## config.mk

```make
export PLATFORM = sky130hd
export DESIGN_NAME = clock_div
export DESIGN_NICKNAME = d
export VERILOG_FILES = /design/src/rtl/clock_div_pkg.sv /design/src/rtl/clock_div.sv
export SDC_FILE = /design/constraint.sdc
export NUM_CORES = 1
export LEC_CHECK = 0
export ABC_AREA = 1
export BUFFER_PORTS_ARGS = -buffer_cell sky130_fd_sc_hd__buf_2
export CORE_AREA = 2 2 39 41
export CTS_CLUSTER_SIZE = 10
export DETAILED_ROUTE_END_ITERATION = 8
export DIE_AREA = 0 0 41 43
export PLACE_DENSITY = 0.61
export SLEW_MARGIN = 15
export SYNTH_ARGS = -nofsm -noshare
export SYNTH_HDL_FRONTEND = slang
export SYNTH_SLANG_ARGS = --single-unit
```

## constraint.sdc

```tcl
create_clock -name clk -period 3.4 [get_ports clk]
set_input_delay 0.17 -clock clk [delete_from_list [all_inputs] [get_ports clk]]
set_output_delay 0.17 -clock clk [all_outputs]
set_load 0.02 [all_outputs]
```

## src/rtl/clock_div_pkg.sv

```systemverilog
// Shared constants for the programmable clock divider.
package clock_div_pkg;

  localparam int CLOCK_DIV_W = 3;

  // Smallest ratio that produces a toggling output; 0 and 1 disable the divider.
  localparam int CLOCK_DIV_MIN_RATIO = 2;

endpackage

```

## src/rtl/clock_div.sv

```systemverilog
// Programmable integer clock divider: q is a registered square wave of period div_r cycles,
// high for ceil(N/2) cycles, with ratio changes applied only at period boundaries.
module clock_div
  import clock_div_pkg::*;
#(
  parameter int W = CLOCK_DIV_W
) (
  input  logic         clk,
  input  logic         reset,
  input  logic [W-1:0] div,
  output logic         q
);

  logic [W-1:0] cnt;
  logic [W-1:0] div_r;
  logic [W-1:0] cnt_nxt;
  logic [W-1:0] div_nxt;
  logic [W:0]   half_nxt;
  logic         active;
  logic         wrap;
  logic         q_nxt;

  always_comb begin
    cnt_nxt  = cnt + W'(1);
    div_nxt  = div_r;
    active   = (div_r >= W'(CLOCK_DIV_MIN_RATIO));
    wrap     = (cnt == div_r - W'(1));
    if (!active || wrap) begin
      div_nxt = div;
      cnt_nxt = '0;
    end
    // High phase length is taken from the ratio in force after this edge, at W+1 bits.
    half_nxt = ({1'b0, div_nxt} + (W+1)'(1)) >> 1;
    q_nxt    = (div_nxt >= W'(CLOCK_DIV_MIN_RATIO)) && ({1'b0, cnt_nxt} < half_nxt);
  end

  always_ff @(posedge clk) begin
    if (reset) begin
      cnt   <= '0;
      div_r <= '0;
      q     <= 1'b0;
    end else begin
      cnt   <= cnt_nxt;
      div_r <= div_nxt;
      q     <= q_nxt;
    end
  end

endmodule

```

==> results.yml <==
pwr:
  clockPowerShare_pct: 26.5
  p_sw_uw: 112
  p_seq_share_pct: 33.9
  leakage_uw: 0.000308
  switching_share_pct: 38.1
  p_int_uw: 182
  power_frac_comb_pct: 39.6
  ir_drop_mv: 0.218
  p_per_area_nw_per_um2: 515
clock_network:
  postCtsSetupBuffers: 0
  clk_pin_slew_worst_paths_ns: 0.05
  numCtsBuffers: 3
  htreeDepth: 1
  cts_sinks: 7
  cts_resized: 0
  cts_tree: "done"
  worstSkewPairLatency_ns: 0.26
  hold_buffers: 0
  root_buffer: "clkbuf_4"
  cts.path.max_buffers: 2
status:
  status: "completed"
timing:
  setup-tns-final_ns: 0
  rsz0062_at_grt: "false"
  setup_viol: 0
  period_needed_ns: 2.42
  relSlewSlack_pct: 74.4
  hold_viol: 0
  layout_setup_ws_ns: 0.984
  drv_slew: 0
  final.setup_skew_ns: 0.00328
  timing.fmax_ghz: 0.414
  finalCritPeriodShare_pct: 71.0
  worstMarginPinSlew_ns: 0.383
worst_hold_path:
  hold_path_class: "in -> reg"
  min_from: "reset"
  holdPathStages: 2
  worstHoldEndpoint: "div_r[2]$_SDFF_PP0_"
worst_setup_path:
  path_max_fanout: 8
  max_stage_delay_ns: 0.35
  cp.arrival_ns: 2.61
  cp_slowest_cell: "dfxtp_1"
  r2r_end: "q$_SDFF_PP0_"
  r2r_start: "div_r[0]$_SDFF_PP0_"
  crit_type: "reg -> reg"
  r2r_cells: 18
  cpMostUsedCell: "nand2_1"
  crit_chain: "inv_2 -> ha_1 -> inv_1 -> nand2_1 -> nand2_1 -> nor2_2 -> nand3_2 -> nand2_4 -> nand2_1 -> nand2_1 -> ha_1 -> nand3b_1 -> nand2_1 -> ha_1 -> a211o_1 -> inv_1 -> nand2_1 -> nor2_1"
  worstSetupStartpointType: "register"
  cp.required_ns: 3.60
  r2r_slack_ns: 0.98
  critPathCaptureType: "register"
place:
  placed_cells: 96
  io_buffers: 5
  dpl_worst_slack_ns: 0.994
  post-dp-hpwl_microns: 719
  gp_congestion: 0.734
cells_and_area:
  areaGrowthSynthToFinish_pct: 14.3
  diodes: 0
  fillCellCount: 143
  final-seq-area_sq_um: 140
  final_nets: 95
  final_cells: 100
  layout-drive-gt1-share_pct: 19.0
  multi_input_area_sq_um: 310
floorplan:
  coreArea_sq_um: 1380
  initial_utilization_pct: 36.1
  pin_count: 6
  die_area_sq_um: 1760
  die_w_microns: 41
  rows: 14
  dieHeight_microns: 43
yosys:
  synthCells: 75
  async_flop_share_pct: 0
  syn-num-nets: 85
  ys_seq_area_share_pct: 28.1
  synth_edf_count: 0
  yosys_warnings: 0
  synth_seq_cells: 7
  syn_area_sq_um: 499
  avgSynthCellArea_sq_um: 6.66
  synth_cell_types: 20
  synth_ff_type: "dfxtp_1"
grt:
  grt_max_degree: 9
  overflow: 0
  grt_pass1_wl_mm: 1.49
  antenna_found_initial: 0
  grt.total_usage_pct: 12.9
  grt_pass1_vias: 391
detailed_routing:
  drt-initial-drc-count: 8
  routed_wl_microns: 917
  wl_per_cell_microns: 9.17
  dr.pass1.iters: 4
  via_count: 451
  ant_nets: 0
  drc: 0
  drt-vias-per-instance: 4.51
flow_run:
  drv_cap: 0
-- metrics by stage --
step	hold WS, ns	util (%)	power [uW]	cell area [sq um]
detailed placement	0.424	39.3	218	544
floorplan	0.239	-	193	499
CTS	0.162	41.2	295	571
global route	0.181	41.2	319	571
global placement	0.432	39.3	214	544
finish	0.163	41.2	294	571
-- power by group through the flow --
stage | clock (uW) | sequential (uW) | combinational, uW
after detailed placement | 0 | 101 | 116
after global routing | 81.6 | 101 | 136
after floorplan | 0 | 105 | 88.3
final | 77.8 | 99.5 | 116
after CTS | 77.3 | 99.6 | 118
after global placement | 0 | 101 | 113
-- flip-flops by register name, summed over array words and instances, names as in the netlist --
register	count
div_r	3
q	1
cnt	3
-- cells in the mapped netlist (2+ instances only) --
master	n	share of area [%]
inv_1	11	8.3
nor3_1	2	2.0
a21oi_1	3	3.0
nand2_2	2	2.5
nand2_1	26	20
nand3_1	3	3.0
inv_2	2	1.5
ha_1	5	13
nor2_1	4	3.0
dfxtp_1	7	28
-- logic make-up (layout without fill, tap and decap cells) --
family / Yosys count / in the layout / share of synthesized area (%)
buffers and inverters: 13 / 22 / 9.78
AOI/OAI and AO/OA: 6 / 6 / 8.02
DFF: 7 / 7 / 28.1
xor gates and xnor gates: 1 / 1 / 1.75
and+or+nand+nor: 43 / 43 / 39.8
adders and majority gates: 5 / 5 / 12.5
-- cell usage in the layout, fill, tap and decap left out --
cell       n
nor3_1     2
dfxtp_1    7
xnor2_1    1
inv_2      2
nor2_1     4
nand3b_1   1
and2b_1    1
o21ai_2    1
a211o_1    1
nand2_2    2
buf_2      5
nand2_1   26
nand4_1    1
inv_1     11
clkbuf_1   1
a21oi_1    3
o21bai_1   1
clkbuf_4   3
nand2_4    1
nand3_2    1
nor2_2     1
nand3_1    3
ha_1       5
-- per-layer routing --
metal  up-vias  share of wire [%]  GRT usage [%]
met5         -                  0              0
met1       191                 48           16.8
met2         7                 48           17.2
met4         0                1.6           10.0
met3         2                2.3           3.14
li1        251                  -              -
-- worst max-delay path, delay by kind of cell (launching register included) --
kind                     cells  cell delay, ns
AO/OA/AOI/OAI                1            0.25
AND/OR/NAND/NOR             11            0.93
flip-flops                   1            0.35
adder cells (fa/ha/maj)      3            0.64
buffers and inverters        3            0.18
-- layout make-up --
class	instances	share of cell area [%]
Clock buffer	4	4.61
Inverter	13	8.55
Multi-Input combinational cell	55	54.4
Sequential cell	7	24.6
Tap cell	16	3.51
Timing Repair Buffer	5	4.39
-- how the worst max path moves through the flow --
stage / from / endpoint / slack [ns] / depth (start not counted)
global route: div_r[0]$_SDFF_PP0_ / q$_SDFF_PP0_ / 0.74 / 18
detailed placement: div_r[0]$_SDFF_PP0_ / q$_SDFF_PP0_ / 0.99 / 18
floorplan: div_r[0]$_SDFF_PP0_ / q$_SDFF_PP0_ / 1.18 / 18
CTS: div_r[0]$_SDFF_PP0_ / q$_SDFF_PP0_ / 0.96 / 18
global placement: div_r[0]$_SDFF_PP0_ / q$_SDFF_PP0_ / 1.02 / 18
finish: div_r[0]$_SDFF_PP0_ / q$_SDFF_PP0_ / 0.98 / 18
Power figures use the tool's default switching activity.
